===== src/rtl/hash_table_pkg.sv =====
// Shared hash-table command/result payload types and client identifiers.
package hash_table;

    localparam int unsigned HT_KEY_W = 32;
    localparam int unsigned HT_VAL_W = 32;

    typedef enum logic [1:0] {
        HT_OP_LOOKUP = 2'd0,
        HT_OP_INSERT = 2'd1,
        HT_OP_DELETE = 2'd2,
        HT_OP_NOP    = 2'd3
    } ht_opcode_e;

    typedef enum logic [1:0] {
        HT_ST_OK        = 2'd0,
        HT_ST_NOT_FOUND = 2'd1,
        HT_ST_FULL      = 2'd2,
        HT_ST_ERR       = 2'd3
    } ht_status_e;

    typedef struct packed {
        ht_opcode_e            opcode;
        logic [HT_KEY_W-1:0]   key;
        logic [HT_VAL_W-1:0]   value;
    } ht_command_t;

    typedef struct packed {
        ht_status_e            status;
        logic [HT_VAL_W-1:0]   value;
    } ht_result_t;

    typedef enum logic {
        CLIENT_A = 1'b0,
        CLIENT_B = 1'b1
    } ht_client_id_t;

    function automatic ht_client_id_t other_client(input ht_client_id_t id);
        return (id == CLIENT_A) ? CLIENT_B : CLIENT_A;
    endfunction

endpackage


===== src/rtl/ht_id_fifo.sv =====
// In-flight issuer-ID FIFO; full/empty derive from the occupancy count.
module ht_id_fifo
    import hash_table::*;
#(
    parameter  int unsigned DEPTH = 16,
    localparam int unsigned PTR_W = $clog2(DEPTH),
    localparam int unsigned CNT_W = $clog2(DEPTH) + 1
) (
    input  logic             clk_i,
    input  logic             rst_n_i,
    input  logic             push_i,
    input  ht_client_id_t    push_id_i,
    input  logic             pop_i,
    output ht_client_id_t    head_o,
    output logic             empty_o,
    output logic             full_o,
    output logic [CNT_W-1:0] count_o
);

    ht_client_id_t    r_mem [DEPTH];
    logic [PTR_W-1:0] r_wr_ptr;
    logic [PTR_W-1:0] r_rd_ptr;
    logic [CNT_W-1:0] r_count;
    logic             w_empty;
    logic             w_full;
    logic             w_push;
    logic             w_pop;

    always_comb begin
        w_empty = (r_count == '0);
        w_full  = (r_count == CNT_W'(DEPTH));
        w_pop   = pop_i && !w_empty;
        w_push  = push_i && (!w_full || w_pop);
    end

    always_ff @(posedge clk_i) begin
        if (w_push) begin
            r_mem[r_wr_ptr] <= push_id_i;
        end
    end

    // Pointers wrap naturally at the power-of-two depth.
    always_ff @(posedge clk_i or negedge rst_n_i) begin
        if (!rst_n_i) begin
            r_wr_ptr <= '0;
            r_rd_ptr <= '0;
            r_count  <= '0;
        end else begin
            if (w_push) r_wr_ptr <= r_wr_ptr + PTR_W'(1);
            if (w_pop)  r_rd_ptr <= r_rd_ptr + PTR_W'(1);
            case ({w_push, w_pop})
                2'b10:   r_count <= r_count + CNT_W'(1);
                2'b01:   r_count <= r_count - CNT_W'(1);
                default: r_count <= r_count;
            endcase
        end
    end

    assign head_o  = r_mem[r_rd_ptr];
    assign empty_o = w_empty;
    assign full_o  = w_full;
    assign count_o = r_count;

endmodule


===== src/rtl/ht_cmd_arb.sv =====
// Two-client round-robin front end for hash_table_top with in-order result steering.
// Define HT_CMD_ARB_STAT_EN to add per-client issue counters and an in-flight high-watermark.
module ht_cmd_arb
    import hash_table::*;
#(
    parameter  int unsigned INFLIGHT_DEPTH = 16,
    localparam int unsigned CNT_W          = $clog2(INFLIGHT_DEPTH) + 1
) (
    input  logic             clk_i,
    input  logic             rst_n_i,
    input  ht_command_t      a_cmd_i,
    input  logic             a_cmd_valid_i,
    output logic             a_cmd_ready_o,
    input  ht_command_t      b_cmd_i,
    input  logic             b_cmd_valid_i,
    output logic             b_cmd_ready_o,
    output ht_command_t      ht_cmd_o,
    output logic             ht_cmd_valid_o,
    input  logic             ht_cmd_ready_i,
    input  ht_result_t       ht_res_i,
    input  logic             ht_res_valid_i,
    output logic             ht_res_ready_o,
    output ht_result_t       a_res_o,
    output logic             a_res_valid_o,
    input  logic             a_res_ready_i,
    output ht_result_t       b_res_o,
    output logic             b_res_valid_o,
    input  logic             b_res_ready_i,
    output logic [CNT_W-1:0] inflight_o,
    output logic             orphan_err_o
`ifdef HT_CMD_ARB_STAT_EN
    ,
    output logic [31:0]      a_issued_o,
    output logic [31:0]      b_issued_o,
    output logic [CNT_W-1:0] inflight_max_o
`endif
);

    localparam int unsigned SUM_W = CNT_W + 1;

    ht_command_t      r_cmd;
    logic             r_cmd_valid;
    ht_client_id_t    r_last;
    logic             r_orphan;

    logic             w_slot_free;
    logic             w_room;
    logic             w_load;
    ht_client_id_t    w_pick;
    ht_client_id_t    w_head;
    logic             w_fifo_empty;
    logic             w_fifo_full;
    logic             w_pop;
    logic [CNT_W-1:0] w_count;

    // Grant uses the registered count, so a pop frees room one cycle later.
    always_comb begin
        w_slot_free = !r_cmd_valid || ht_cmd_ready_i;
        w_room      = ({1'b0, w_count} + SUM_W'(r_cmd_valid)) < SUM_W'(INFLIGHT_DEPTH);
        if (a_cmd_valid_i && b_cmd_valid_i) begin
            w_pick = other_client(r_last);
        end else begin
            w_pick = b_cmd_valid_i ? CLIENT_B : CLIENT_A;
        end
        w_load        = w_slot_free && w_room && !w_fifo_full && (a_cmd_valid_i || b_cmd_valid_i);
        a_cmd_ready_o = w_load && (w_pick == CLIENT_A);
        b_cmd_ready_o = w_load && (w_pick == CLIENT_B);
    end

    always_ff @(posedge clk_i or negedge rst_n_i) begin
        if (!rst_n_i) begin
            r_cmd       <= '0;
            r_cmd_valid <= 1'b0;
            r_last      <= CLIENT_B;
        end else if (w_load) begin
            r_cmd       <= (w_pick == CLIENT_A) ? a_cmd_i : b_cmd_i;
            r_cmd_valid <= 1'b1;
            r_last      <= w_pick;
        end else if (ht_cmd_ready_i) begin
            r_cmd_valid <= 1'b0;
        end
    end

    // Results come back in issue order; the FIFO head names the destination.
    always_comb begin
        a_res_o        = ht_res_i;
        b_res_o        = ht_res_i;
        a_res_valid_o  = ht_res_valid_i && !w_fifo_empty && (w_head == CLIENT_A);
        b_res_valid_o  = ht_res_valid_i && !w_fifo_empty && (w_head == CLIENT_B);
        ht_res_ready_o = w_fifo_empty ? 1'b1
                       : ((w_head == CLIENT_A) ? a_res_ready_i : b_res_ready_i);
        w_pop          = ht_res_valid_i && ht_res_ready_o && !w_fifo_empty;
    end

    always_ff @(posedge clk_i or negedge rst_n_i) begin
        if (!rst_n_i) begin
            r_orphan <= 1'b0;
        end else if (ht_res_valid_i && w_fifo_empty) begin
            r_orphan <= 1'b1;
        end
    end

    ht_id_fifo #(
        .DEPTH (INFLIGHT_DEPTH)
    ) u_id_fifo (
        .clk_i     (clk_i),
        .rst_n_i   (rst_n_i),
        .push_i    (w_load),
        .push_id_i (w_pick),
        .pop_i     (w_pop),
        .head_o    (w_head),
        .empty_o   (w_fifo_empty),
        .full_o    (w_fifo_full),
        .count_o   (w_count)
    );

    assign ht_cmd_o       = r_cmd;
    assign ht_cmd_valid_o = r_cmd_valid;
    assign inflight_o     = w_count;
    assign orphan_err_o   = r_orphan;

`ifdef HT_CMD_ARB_STAT_EN
    logic [31:0]      r_a_issued;
    logic [31:0]      r_b_issued;
    logic [CNT_W-1:0] r_inflight_max;

    always_ff @(posedge clk_i or negedge rst_n_i) begin
        if (!rst_n_i) begin
            r_a_issued     <= '0;
            r_b_issued     <= '0;
            r_inflight_max <= '0;
        end else begin
            if (a_cmd_ready_o) r_a_issued <= r_a_issued + 32'd1;
            if (b_cmd_ready_o) r_b_issued <= r_b_issued + 32'd1;
            if (w_count > r_inflight_max) r_inflight_max <= w_count;
        end
    end

    assign a_issued_o     = r_a_issued;
    assign b_issued_o     = r_b_issued;
    assign inflight_max_o = r_inflight_max;
`endif

endmodule

===== config.mk =====
export PLATFORM = sky130hd
export DESIGN_NAME = ht_cmd_arb
export DESIGN_NICKNAME = d
export VERILOG_FILES = /design/src/rtl/hash_table_pkg.sv /design/src/rtl/ht_id_fifo.sv /design/src/rtl/ht_cmd_arb.sv
export SDC_FILE = /design/constraint.sdc
export NUM_CORES = 1
export LEC_CHECK = 0
export ABC_AREA = 1
export BUFFER_PORTS_ARGS = -buffer_cell sky130_fd_sc_hd__buf_2
export CAP_MARGIN = 10
export CORE_AREA = 2 2 123 125
export DETAILED_ROUTE_END_ITERATION = 8
export DIE_AREA = 0 0 125 127
export PLACE_DENSITY_LB_ADDON = 0.25
export SLEW_MARGIN = 20
export SYNTH_ARGS = -nofsm -noshare
export SYNTH_HDL_FRONTEND = slang
export SYNTH_SLANG_ARGS = --single-unit

===== constraint.sdc =====
create_clock -name clk_i -period 3.6 [get_ports clk_i]
set_clock_uncertainty 0.2 [all_clocks]
set_input_delay 0.72 -clock clk_i [delete_from_list [all_inputs] [get_ports clk_i]]
set_output_delay 0.72 -clock clk_i [all_outputs]
set_load 0.02 [all_outputs]

### Yosys cells after proc, flatten, opt, wreduce, memory -nomap -nowiden

Memories as Yosys holds them, arrays and structs flattened.
Cells that the tools add are included.

* $add $sub $neg: 5
* order comparisons: 1
* equal/unequal tests: 3
* multiplexer cells: 11
* bitwise operators: 2
* reductions and logical operators: 23

Operator list (number)
* 2-to-1 mux 66 bit: 1
* logical AND 1 bit: 14
* one-hot mux 5 bit (2 select lines): 1
* 2-to-1 mux 1 bit: 9
* adder 4 x 1 -> 4 bit, second input constant: 2
* adder 5 x 1 -> 6 bit: 1
* less-than comparator 6 x 5 -> 1 bit, second input constant: 1
* adder 5 x 1 -> 5 bit, second input constant: 1
* equality test 5 bit, second input constant: 1
* zero test 5 bit: 1
* subtractor 5 x 1 -> 5 bit, second input constant: 1
* nonzero test 2 bit: 2
* zero test 1 bit: 3
* logical OR 1 bit: 3
* equality test 2 x 1 -> 1 bit, second input constant: 1
* equality test 2 bit, second input constant: 1
* NOT 1 bit: 2

* register bits: 82
* RAM bits: 16
* input bits: 174
* output and inout port bits: 146
* word-level logic and storage cells: 55
* memories: 1

Memories
* u_id_fifo.r_mem: words 16, bits a word 1, read ports 1, clocked after memory_dff 0, write ports 1, RTL line ht_id_fifo.sv:20 `ht_client_id_t r_mem [DEPTH];`

### Longest topological paths before layout

Gate-level depths: netlist (run 1).
An unclocked memory read counts as a cell.

* depth after elaboration: 10
* depth in mapped cells: 21
* mapped depth without buffers: 21

### Cells and area by module

A second synthesis (run 1) with hierarchy kept.

* cell total of the unflattened synthesis: 751
* area total of the unflattened synthesis: 5690.5 um^2

By module, submodules not included
* ht_cmd_arb: instances 1, cells each 597, area each 4157.7 um^2, seq. area each 1727.9 um^2
* ht_id_fifo: instances 1, cells each 154, area each 1532.7 um^2, seq. area each 805.8 um^2

### Least setup slack after synthesis (run 1)

OpenSTA, ideal clock, no wires.

* path type: in2reg
* start point: input port b_cmd_valid_i
* end point: register u_id_fifo.r_count[4] (netlist: u_id_fifo.count_o[4])
* setup time: 80 ps
* arrival: 2656 ps
* data required time: 3320 ps
* path slack: 664 ps
* cell stages on the path: 17
* path buffers: 2
* cells stage by stage: o22ai_1 -> nor2_1 -> and2_1 -> buf_6 -> inv_6 -> buf_2 -> ha_1 -> inv_1 -> fa_1 -> inv_1 -> a21oi_1 -> nor2_1 -> nor2_1 -> nand2_1 -> nand2_1 -> nor2_1 -> xor2_1

* cells in the longest elaborated chain, start to end: 5
* elaborated cells on any way between the ends: 7
* those cells by class: 2 x eq/ne; 1 x mux; 4 x reduce/logical

RTL lines
* start: declaration: RTL line ht_cmd_arb.sv:15 `input logic b_cmd_valid_i,`
* logical OR 1 bit *: RTL line ht_cmd_arb.sv:65 `w_load = w_slot_free && w_room && !w_fifo_full && (a_cmd_valid_i || b_cmd_valid_i);`
* logical AND 1 bit *: RTL line ht_cmd_arb.sv:65
* logical AND 1 bit *: RTL line ht_id_fifo.sv:33 `w_push = push_i && (!w_full || w_pop);`
* equality test 2 x 1 -> 1 bit or equality test 2 bit (tied branches): RTL line ht_id_fifo.sv:51 `case ({w_push, w_pop})`
* one-hot mux 5 bit (2 select lines) or nonzero test 2 bit (tied branches)
* end signal: assignment: RTL line ht_id_fifo.sv:52 `2'b10: r_count <= r_count + CNT_W'(1);`
* end signal: assignment: RTL line ht_id_fifo.sv:53 `2'b01: r_count <= r_count - CNT_W'(1);`
* end signal: assignment: RTL line ht_id_fifo.sv:54 `default: r_count <= r_count;`
* end: declaration: RTL line ht_id_fifo.sv:23 `logic [CNT_W-1:0] r_count;`

Every way passes the cells marked *; elsewhere a longest branch is shown, timed or not.
A chain may end at the register's enable or synchronous reset.

### Worst setup path in the final report (run 1)

* start point: register u_id_fifo.r_rd_ptr[0]
* end point: register u_id_fifo.r_count[4] (netlist: u_id_fifo.count_o[4])

* cells in the longest elaborated chain, start to end: 10
* elaborated cells on any way between the ends: 12
* those cells by class: 2 x eq/ne; 3 x mux; 6 x reduce/logical; 1 x memory

RTL lines
* start: declaration: RTL line ht_id_fifo.sv:22 `logic [PTR_W-1:0] r_rd_ptr;`
* start signal: assignment: RTL line ht_id_fifo.sv:50 `if (w_pop) r_rd_ptr <= r_rd_ptr + PTR_W'(1);`
* memory (16 x 1 bit) *
* 2-to-1 mux 1 bit *: RTL line ht_cmd_arb.sv:91 `: ((w_head == CLIENT_A) ? a_res_ready_i : b_res_ready_i);`
* 2-to-1 mux 1 bit *: RTL line ht_cmd_arb.sv:90 `ht_res_ready_o = w_fifo_empty ? 1'b1`
* logical AND 1 bit * (2 in a row): RTL line ht_cmd_arb.sv:92 `w_pop = ht_res_valid_i && ht_res_ready_o && !w_fifo_empty;`
* logical AND 1 bit *: RTL line ht_id_fifo.sv:32 `w_pop = pop_i && !w_empty;`
* net u_id_fifo.w_pop: RTL line ht_id_fifo.sv:27 `logic w_pop;`
* logical OR 1 bit: RTL line ht_id_fifo.sv:33
* logical AND 1 bit: RTL line ht_id_fifo.sv:33
* equality test 2 x 1 -> 1 bit or equality test 2 bit (tied branches): RTL line ht_id_fifo.sv:51
* one-hot mux 5 bit (2 select lines) or nonzero test 2 bit (tied branches)

The timed path passes the listed nets; every way through them passes the cells marked *.

==> results of run 1 <==
-- cell families after synthesis --
logic type,Yosys count
XOR/XNOR,7
flip-flops,98
buffers and inverters,131
AO/OA/AOI/OAI,13
AND/OR/NAND/NOR,368
adder cells (fa/ha/maj),10
-- registers in the layout, summed over array words and instances (netlist names) --
register and cells:
ht_cmd_o 66, ht_cmd_valid_o 1, orphan_err_o 1, r_last 1, u_id_fifo.count_o 5, u_id_fifo.r_mem 16, u_id_fifo.r_rd_ptr 4, u_id_fifo.r_wr_ptr 4
-- layout make-up --
type	instances	share of cell area
Clock inverter	4	0.0120
Sequential cell	98	0.412
Tap cell	184	0.0374
Timing Repair Buffer	223	0.184
Inverter	39	0.0252
Multi-Input combinational cell	398	0.289
Clock buffer	12	0.0400
-- worst max-delay path by stage --
stage,startpoint,to,slack (ns),depth (start not counted)
floorplan,b_cmd_valid_i,u_id_fifo.count_o[4],0.66,17
global placement,u_id_fifo.r_rd_ptr[0],u_id_fifo.count_o[4],0.41,21
detailed placement,u_id_fifo.r_rd_ptr[0],u_id_fifo.count_o[4],0.33,21
CTS,u_id_fifo.r_rd_ptr[0],u_id_fifo.count_o[4],0.31,21
global route,u_id_fifo.r_rd_ptr[0],u_id_fifo.count_o[4],0.11,21
finish,u_id_fifo.r_rd_ptr[0],u_id_fifo.count_o[4],0.47,21
-- power by group through the flow --
stage / clock network (mW) / registers [mW] / logic (mW)
2_1_floorplan: 0 / 2.37 / 1.43
5_1_grt: 1.12 / 1.99 / 2.90
3_3_place_gp: 0 / 1.93 / 2.60
4_1_cts: 1.07 / 1.91 / 2.62
3_5_place_dp: 0 / 1.92 / 2.62
6_report: 1.04 / 1.92 / 2.57
-- layer usage --
layer / up-vias / wire, um / track usage
met1: 2036 / 5660 / 0.214
met3: 23 / 968 / 0.0482
met4: 0 / 308 / 0.0739
met2: 163 / 6430 / 0.288
li1: 2178 / - / -
met5: - / 0 / 0
-- placed cells by master (no fill, tap or decap), drive strengths merged, types with 5 or more instances in the layout --
cell / count
nand3: 87
nor2: 27
buf: 223
xor2: 6
inv: 39
ha: 9
o21ai: 5
edfxtp: 16
nand2: 250
dfrtp: 81
a21oi: 6
clkbuf: 12
-- worst register-to-register path, cell delays in order, from the launching register on --
cell and delay [ns]:
dfrtp_2 0.48, clkinvlp_4 0.22, nand2_1 0.09, nand2_1 0.06, nand2_1 0.06, nand3_1 0.06, nand3_1 0.13, nand2_1 0.11
nand2_1 0.07, nand3_1 0.16, inv_1 0.10, ha_1 0.21, inv_1 0.10, fa_1 0.36, inv_1 0.09, a21oi_1 0.06
nor2_1 0.09, nor2_1 0.06, nand2_1 0.05, nand2_1 0.05, nor2_1 0.10, xor2_1 0.15
-- metrics by stage --
stage / power, mW / cells
CTS: 5.60 / 958
global placement: 4.53 / 942
floorplan: 3.80 / 627
finish: 5.53 / 958
detailed placement: 4.54 / 942
global route: 6.01 / 958
==> results.ini, run 1 <==
[floorplan]
die_x_um=125
ios=320
std_cell_rows=44
die_h_um=127
initial_core_util=0.356
core-area_um2=14400
dieArea_um2=15900

[clock_tree]
numCtsBuffers=9
cts_tree=built
postCtsHoldBufs=0
clk_pin_slew_ns=0.07
postCtsSetupBuffers=0
cts-root-buf=clkbuf_16
clk_latency_ns=0.34
htreeDepth=3
clock-sinks=98
cts_resized=0
clockBufferDepth=2

[power]
seq_power_share=0.346
switchingPower_mw=2.42
pwr-share-comb=0.465
p_leak_nw=3.31
switching_share=0.438
p_clk_frac=0.189
p_int_mw=3.11
vdd_drop_max_mv=0.360
powerDensity_nw_per_um2=899

[placed_design]
globalplace.congestion=0.783
hpwlAfterDp_mm=9.88
place_area_um2=5830
pre_cts_ws_ns=0.326
portBuffers=217

[synthesis]
async_flop_share=0.837
synth-simple-area-share=0.294
yosysSeqAreaShare=0.493
synthCells=627
avgSynthCellArea_um2=8.20
synth_most_common_cell=nand2_1
synth_compound_area_frac=0.0134
synth_edf_count=16
synth_area_um2=5140
synth_xor_area_frac=0.0119
synthAdderAreaFrac=0.0258
synth_fp_nets=811
yosys.area.top_type=dfrtp_1
synth.top_cells.by_count=nand2_1 (250), nand3_1 (87), dfrtp_1 (81)
synth_seq_cells=98
synth_area_leaders=dfrtp_1 (39%), nand2_1 (18%), buf_4 (11%)
synth_top_family_by_area=simple AND/OR/NAND/NOR gates
muxShareOfSynthArea=0
synth_cell_types=27
yosys_warnings=0
synthFlopType=dfrtp_1
synth_top_cell_area_share=0.394

[global_routing]
grt_remaining_overflow=0
grt_pass1_vias=4501
antenna_found_initial=0
grtUsageTotal=0.174
grt_pass1_wl_mm=22.1
grt_max_degree=68

[drt]
drt-pass1-iter-count=4
final_antenna_net_count=0
routed-via-count=4400
drt_iter0_drc=193
vias_per_cell=4.59
drcViolationCount=0
wl_per_cell_um=14.0
wl_mm=13.4

[sta]
hold-worst-slack_ns=0.117
maxSlewViolCount=0
fmax_mhz=319
setup_ws_ns=0.467
hold_violations=0
period_needed_ns=3.13
period_share=0.870
rsz0062_at_grt=no
finalSetupViolations=0
max-slew-margin-rel=0.504
max_slew.worst_pin.slew_ns=0.744
final.setup.tns_ns=0

[critical_path]
r2r_cells=21
timing.rr.end=u_id_fifo.count_o[4]
cpMaxStageDelayCell=dfrtp_2
crit_chain=clkinvlp_4 -> nand2_1 -> nand2_1 -> nand2_1 -> nand3_1 -> nand3_1 -> nand2_1 -> nand2_1 -> nand3_1 -> inv_1 -> ha_1 -> inv_1 -> fa_1 -> inv_1 -> a21oi_1 -> nor2_1 -> nor2_1 -> nand2_1 -> nand2_1 -> nor2_1 -> xor2_1
ff2ff_setup_slack_ns=0.47
path_max_fanout=12
critPathMaxStageDelay_ns=0.48
crit_family=simple AND/OR/NAND/NOR gates
r2r-start=u_id_fifo.r_rd_ptr[0]
crit_arrival_ns=3.20
cp-start-kind=flop
cpMostUsedCell=nand2_1
worstPathRequired_ns=3.67
critPathKind=reg -> reg
cp_num_buf_inv=4
crit_path_end_kind=flop

[cells_and_area]
final_util=0.427
diodes=0
nets=953
regArea_um2=2530
drive_gt1_frac=0.318
area_growth_pct=19.8
final_area_um2=6160
fillers=1501
multiInputGateArea_um2=1780

[run_status]
status=complete, no violations

[flow_run]
max_cap_viol_count=0

[hold_path]
hold_class=in -> async

Note: power is estimated with default switching activity, not from simulation.
==> inputs of run 2 (changes only) <==
- MAX_ROUTING_LAYER: default -> met4
==> run 2 against run 1 <==
Sequential cell count unchanged. Highest routed layer unchanged. Largest power group unchanged. Count of clock-buffer cells in the layout unchanged. Sequential power is essentially flat. Clock power barely moved. Die area unchanged. Critical path type unchanged. Global-route usage up 0.53 points. Largest cell class unchanged. Total power barely moved. Via count fell by 0.30%. Routed wire length barely moved. Fmax about the same.
==> results.ini, run 2 (synthesis gave the netlist of run 1 again) <==
[critical_path]
path_max_fanout=12  ; unchanged
critPathKind=reg -> reg
critPathMaxStageDelay_ns=0.48  ; about the same
crit_path_end_kind=flop
cpMostUsedCell=nand2_1
cpMaxStageDelayCell=dfrtp_2
crit_arrival_ns=3.20  ; about the same
ff2ff_setup_slack_ns=0.47  ; about the same
cp-startpoint=u_id_fifo.r_rd_ptr[0]
crit_chain=clkinvlp_4 -> nand2_1 -> nand2_1 -> nand2_1 -> nand3_1 -> nand3_1 -> nand2_1 -> nand2_1 -> nand3_1 -> inv_1 -> ha_1 -> inv_1 -> fa_1 -> inv_1 -> a21oi_1 -> nor2_1 -> nor2_1 -> nand2_1 -> nand2_1 -> nor2_1 -> xor2_1
worstPathRequired_ns=3.67  ; about the same
r2r-start=u_id_fifo.r_rd_ptr[0]
cp-start-kind=flop

[floorplan]
die_h_um=127  ; unchanged
std_cell_rows=44  ; unchanged
ios=320  ; unchanged
initial_core_util=0.356  ; unchanged
die_x_um=125  ; unchanged
core-area_um2=14400  ; unchanged
dieArea_um2=15900  ; unchanged

[clock_tree]
clk_latency_ns=0.34  ; about the same
numCtsBuffers=9  ; unchanged
clk_pin_slew_ns=0.07  ; about the same
cts_tree=built
clock-sinks=98  ; unchanged
htreeDepth=3  ; unchanged
postCtsSetupBuffers=0  ; unchanged
cts-root-buf=clkbuf_16
clockBufferDepth=2  ; unchanged

[power]
seq_power_share=0.346  ; about the same
p_int_mw=3.11  ; about the same
vdd_drop_max_mv=0.358  ; -0.37%
switching_share=0.438  ; about the same
p_leak_nw=3.31  ; unchanged
pwr-share-comb=0.465  ; about the same
p_clk_frac=0.189  ; about the same
switchingPower_mw=2.42  ; about the same
powerDensity_nw_per_um2=898  ; about the same

[global_routing]
grtUsageTotal=0.179  ; +0.00531
antenna_found_initial=0  ; unchanged
grt_max_degree=68  ; unchanged
grt_pass1_wl_mm=22.0  ; -0.19%
grt_remaining_overflow=0  ; unchanged
grt_pass1_vias=4522  ; +0.47%

[placed_design]
pre_cts_ws_ns=0.326  ; unchanged
dpl.cell_count=942  ; unchanged
portBuffers=217  ; unchanged
globalplace.congestion=0.793  ; +1.4%
hpwlAfterDp_mm=9.88  ; unchanged

[cells_and_area]
drive_gt1_frac=0.318  ; unchanged
fillers=1501  ; unchanged
finalNonFillerCells=958  ; unchanged
final_common_cell=nand2_1
largest_reg_flops=66  ; unchanged
area_growth_pct=19.8  ; unchanged
final_cell_mix=nand2_1 (250), buf_2 (216), nand3_1 (87)
diodes=0  ; unchanged
nets=953  ; unchanged

[sta]
period_share=0.870  ; about the same
fmax_mhz=319  ; about the same
max_slew.worst_pin.slew_ns=0.740  ; -0.00385 ns
rsz0062_at_grt=no
maxSlewViolCount=0  ; unchanged
hold-worst-slack_ns=0.115  ; -0.00208 ns
final.setup.tns_ns=0  ; unchanged
finalSetupViolations=0  ; unchanged
period_needed_ns=3.13  ; -0.00153 ns
max-slew-margin-rel=0.506  ; +0.00256
setup_ws_ns=0.468  ; +0.00153 ns
hold_violations=0  ; unchanged

[hold_path]
hold_class=in -> async

[drt]
drt-pass1-iter-count=4  ; unchanged
wl_mm=13.4  ; about the same
wl_per_cell_um=14.0  ; about the same
drcViolationCount=0  ; unchanged
drt_iter0_drc=203  ; +5.2%
routed-via-count=4387  ; -0.30%
final_antenna_net_count=0  ; unchanged
vias_per_cell=4.58  ; -0.30%

[flow_run]
max_cap_viol_count=0  ; unchanged

[run_status]
status=complete, no violations

[run 2: cell counts in the layout (fill, tap and decap cells not counted)]
No cell type changed its count.
[run 2: power by group through the flow]
stage	Combinational [mW]	Clock (mW)	Sequential, mW
2_1_floorplan	1.43	0	2.37
4_1_cts	2.62	1.07	1.91
5_1_grt	2.90	1.12	1.99
3_3_place_gp	2.60	0	1.93
3_5_place_dp	2.62	0	1.92
6_report	2.57	1.04	1.91
[run 2: final timing paths]
check	to	cells after the start
setup / recovery	u_id_fifo.count_o[4]	21
hold / removal	ht_cmd_o[5]	1
setup reg to reg	u_id_fifo.count_o[4]	21
hold reg to reg	orphan_err_o	1
max in group asynchronous	ht_cmd_o[1]	2
min in group clk_i	orphan_err_o	1
[run 2: layout make-up]
class / count / area [um^2] / area share
Tap cell: 184 / 230 / 0.0374
Sequential cell: 98 / 2530 / 0.412
Clock buffer: 12 / 246 / 0.0400
Timing Repair Buffer: 223 / 1130 / 0.184
Clock inverter: 4 / 73.8 / 0.0120
Inverter: 39 / 155 / 0.0252
Multi-Input combinational cell: 398 / 1780 / 0.289
[run 2: repair_timing]
item,4_1_cts,5_1_grt
setup endpoints to repair,0,1
hold buffers,0,0
resized for setup,0,2
[run 2: critical path: cells and delay by family, from the launching register on]
family                   cells  cell delay, ns
AO/OA/AOI/OAI                1            0.06
adder cells (fa/ha/maj)      2            0.57
flip-flops                   1            0.48
XOR/XNOR                     1            0.15
AND/OR/NAND/NOR             13            1.09
buffers and inverters        4            0.51
[run 2: layer usage]
layer | track usage | wire, um | share of wire
met4 | 0.0739 | 306 | 0.023
met1 | 0.221 | 5760 | 0.43
met3 | 0.0381 | 829 | 0.062
met5 | - | 0 | 0
met2 | 0.288 | 6480 | 0.48
[run 2: metrics by stage]
step	power [mW]	utilization	area, um^2
6_report	5.53	0.427	6160
5_1_grt	6.01	0.427	6160
4_1_cts	5.60	0.426	6150
3_5_place_dp	4.54	0.404	5830
3_3_place_gp	4.53	0.404	5830
2_1_floorplan	3.80	-	5140
==> inputs of run 3 (changes only) <==
- ABC_AREA: 1 -> default
- CORE_AREA: 2 2 123 125 -> 3 3 124 126
- DIE_AREA: 0 0 125 127 -> 0 0 127 129
- SLEW_MARGIN: 20 -> default
==> run 3 against run 2 <==
Combinational power is 3% lower. First-iteration DRC count is 51% lower. Register-to-register slack worse by 0.33 ns. Sequential cell count stayed put. Via count is 14% lower. Routed wire length is 7.8% lower. Hold slack better by 0.075 ns. Cell count is 14% lower. Total power is 2.2% lower. Synthesized cell count is 23% lower. Sequential share of layout area is 0.76 points lower. Global-route usage is 2.8 points lower. Critical path type unchanged.
==> results.ini, run 3 <==
[clock_tree]
clk_pin_slew_ns=0.07  ; about the same
htreeDepth=3  ; unchanged
cts_tree=built
numCtsBuffers=9  ; unchanged
clock-sinks=98  ; unchanged
postCtsHoldBufs=0  ; unchanged
clockBufferDepth=2  ; unchanged
cts-root-buf=clkbuf_16
clk_latency_ns=0.34  ; about the same

[critical_path]
cpMaxStageDelayCell=mux4_2
cp-start-kind=flop
critPathKind=reg -> reg
path_max_fanout=6  ; -6
cpMostUsedCell=mux4_2
crit_family=multiplexers
critPathMaxStageDelay_ns=0.54  ; +0.06 ns
crit_arrival_ns=3.53  ; +0.33 ns
crit_path_end_kind=flop
crit_chain=mux4_2 -> mux4_2 -> mux2i_4 -> nor2_2 -> ha_2 -> inv_2 -> fa_2 -> nor2b_1 -> o21ai_1 -> and3_1 -> nor3_2 -> xor2_1
cp_num_buf_inv=1  ; -3
worstPathRequired_ns=3.67  ; about the same

[global_routing]
grt_remaining_overflow=0  ; unchanged
antenna_found_initial=0  ; unchanged
grt_pass1_vias=3734  ; -17%
grt_pass1_wl_mm=18.8  ; -15%
grt_max_degree=71  ; +4.4%
grtUsageTotal=0.151  ; -0.0278

[floorplan]
dieArea_um2=16400  ; +3.2%
initial_core_util=0.356  ; about the same
die_x_um=127  ; +1.6%
core-area_um2=14400  ; unchanged
ios=320  ; unchanged
die_h_um=129  ; +1.6%
std_cell_rows=44  ; unchanged

[cells_and_area]
final_common_cell=buf_2
final_cell_mix=buf_2 (216), dfrtp_1 (80), nand2_1 (75)
drive_gt1_frac=0.416  ; +0.0982
largest_reg_flops=66  ; unchanged
fillers=1413  ; -5.9%
diodes=0  ; unchanged
nets=816  ; -14%
area_growth_pct=22.0
final_area_um2=6270  ; +1.9%
final_util=0.435  ; +0.00807

[placed_design]
hpwlAfterDp_mm=9.65  ; -2.4%
portBuffers=217  ; unchanged
place_area_um2=5950  ; +2.1%
globalplace.congestion=0.777  ; -2.1%

[flow_run]
max_cap_viol_count=0  ; unchanged

[power]
p_leak_nw=3.18  ; -3.9%
p_int_mw=3.13  ; +0.67%
pwr-share-comb=0.460  ; -0.005
seq_power_share=0.360  ; +0.014
switchingPower_mw=2.28  ; -5.8%
vdd_drop_max_mv=0.402  ; +12%
total_power_mw=5.41  ; -2.2%
powerDensity_nw_per_um2=862  ; -4.0%
switching_share=0.421  ; -0.0164
p_clk_frac=0.180  ; -0.009

[synthesis]
synth.top_cells.by_count=dfrtp_1 (81), nand2_1 (75), o21ai_0 (70)
async_flop_share=0.837  ; unchanged
avgSynthCellArea_um2=10.6  ; +30%
yosys.area.top_type=dfrtp_1
synth_cell_types=36  ; +33%
synth_fp_nets=668  ; -18%
synth_seq_cells=98  ; unchanged
synth_area_leaders=dfrtp_1 (39%), mux2i_1 (13%), buf_4 (9.9%)
synthCells=484  ; -23%
synthFlopType=dfrtp_1
synth_top_cell_area_share=0.394  ; about the same
yosysSeqAreaShare=0.493  ; about the same
synth_area_um2=5140  ; about the same
yosys_warnings=0  ; unchanged
synth_most_common_cell=dfrtp_1
synth_edf_count=16  ; unchanged

[drt]
vias_per_cell=4.57  ; -0.23%
final_antenna_net_count=0  ; unchanged
drt_iter0_drc=100  ; -51%
wl_mm=12.3  ; -7.8%
drcViolationCount=0  ; unchanged
routed-via-count=3751  ; -14%
wl_per_cell_um=15.0  ; +7.6%
drt-pass1-iter-count=4  ; unchanged

[sta]
fmax_mhz=289  ; -9.4%
period_share=0.961  ; +0.0905
period_needed_ns=3.46  ; +0.326 ns
hold-worst-slack_ns=0.190  ; +0.0750 ns
rsz0062_at_grt=yes
max-slew-margin-rel=0.594  ; +0.0873
hold_violations=0  ; unchanged
finalSetupViolations=0  ; unchanged
max_slew.worst_pin.slew_ns=0.609  ; -0.131 ns
maxSlewViolCount=0  ; unchanged

[hold_path]
hold_class=in -> async

[run_status]
status=complete, no violations

[run 3: cell count changes in the layout (fill, tap and decap cells not counted), moves of 8 or more]
| cell | delta |
|---|---|
| nand2_1 | -175 |
| nand3_1 | -85 |
| mux2i_1 | +67 |
| o21ai_0 | +64 |
| inv_1 | -30 |
| nor2_1 | -20 |
| and2_1 | +8 |
| buf_4 | +8 |
[run 3: routing by layer]
| metal | track usage | vias up | part of all wire |
|---|---|---|---|
| met5 | - | - | 0 |
| met4 | 0.0580 | 0 | 0.015 |
| met3 | 0.0365 | 21 | 0.069 |
| met2 | 0.236 | 152 | 0.48 |
| met1 | 0.192 | 1713 | 0.44 |
| li1 | - | 1865 | - |
[run 3: path summary, 6_finish.rpt]
kind	from	endpoint	slack, ns	cells after the start
max	u_id_fifo.r_rd_ptr[0]	u_id_fifo.count_o[4]	0.14	12
min	rst_n_i	ht_cmd_o[19]	0.19	1
max reg2reg	u_id_fifo.r_rd_ptr[0]	u_id_fifo.count_o[4]	0.14	12
min reg2reg	ht_cmd_o[50]	ht_cmd_o[50]	0.27	2
max in group asynchronous	rst_n_i	u_id_fifo.r_rd_ptr[0]	2.32	2
min in group clk_i	ht_cmd_o[50]	ht_cmd_o[50]	0.27	2
[run 3: cells by family after synthesis]
kind of cell / Yosys count / synth area share
AO/OA/AOI/OAI: 77 / 0.0777
AND/OR/NAND/NOR: 113 / 0.0981
flip-flops: 98 / 0.493
buffers and inverters: 102 / 0.126
multiplexers: 74 / 0.163
XOR/XNOR: 10 / 0.0170
adder cells (fa/ha/maj): 10 / 0.0258
[run 3: power by group through the flow]
stage	clock network, mW	registers [mW]	logic, mW
4_1_cts	1.01	1.95	2.51
3_3_place_gp	0	1.94	2.43
5_1_grt	1.05	2.01	2.75
3_5_place_dp	0	1.96	2.49
2_1_floorplan	0	2.39	1.24
6_report	0.972	1.95	2.49
[run 3: layout make-up]
class                           instances  area (um^2)  share of cell area
Multi-Input combinational cell        284         1970               0.313
Inverter                                7         27.5             0.00439
Timing Repair Buffer                  232         1210               0.193
Clock buffer                            9          225              0.0359
Tap cell                              184          230              0.0367
Sequential cell                        98         2530               0.404
Clock inverter                          7         75.1              0.0120
[run 3: what timing repair did]
action,4_1_cts,5_1_grt
setup buffers,2,1
endpoints found under the hold margin,0,0
gates resized for setup,3,7
pin swaps,0,4
endpoints found under the setup margin,1,1
[run 3: per-stage QoR]
step           worst slack, ns  TNS [ns]  cells
2_1_floorplan           0.0630         0    484
6_report                 0.142         0    821
4_1_cts                 0.0442         0    820
5_1_grt                -0.0474   -0.0474    821
3_5_place_dp            -0.131    -0.131    802
3_3_place_gp           -0.0164   -0.0164    802
[run 3: worst register-to-register path, cell delays in order, from the launching register on]
cell and delay (ns):
dfrtp_2 0.46, mux4_2 0.52, mux4_2 0.54, mux2i_4 0.21, nor2_2 0.14, ha_2 0.23
inv_2 0.06, fa_2 0.33, nor2b_1 0.11, o21ai_1 0.08, and3_1 0.19, nor3_2 0.17
xor2_1 0.15
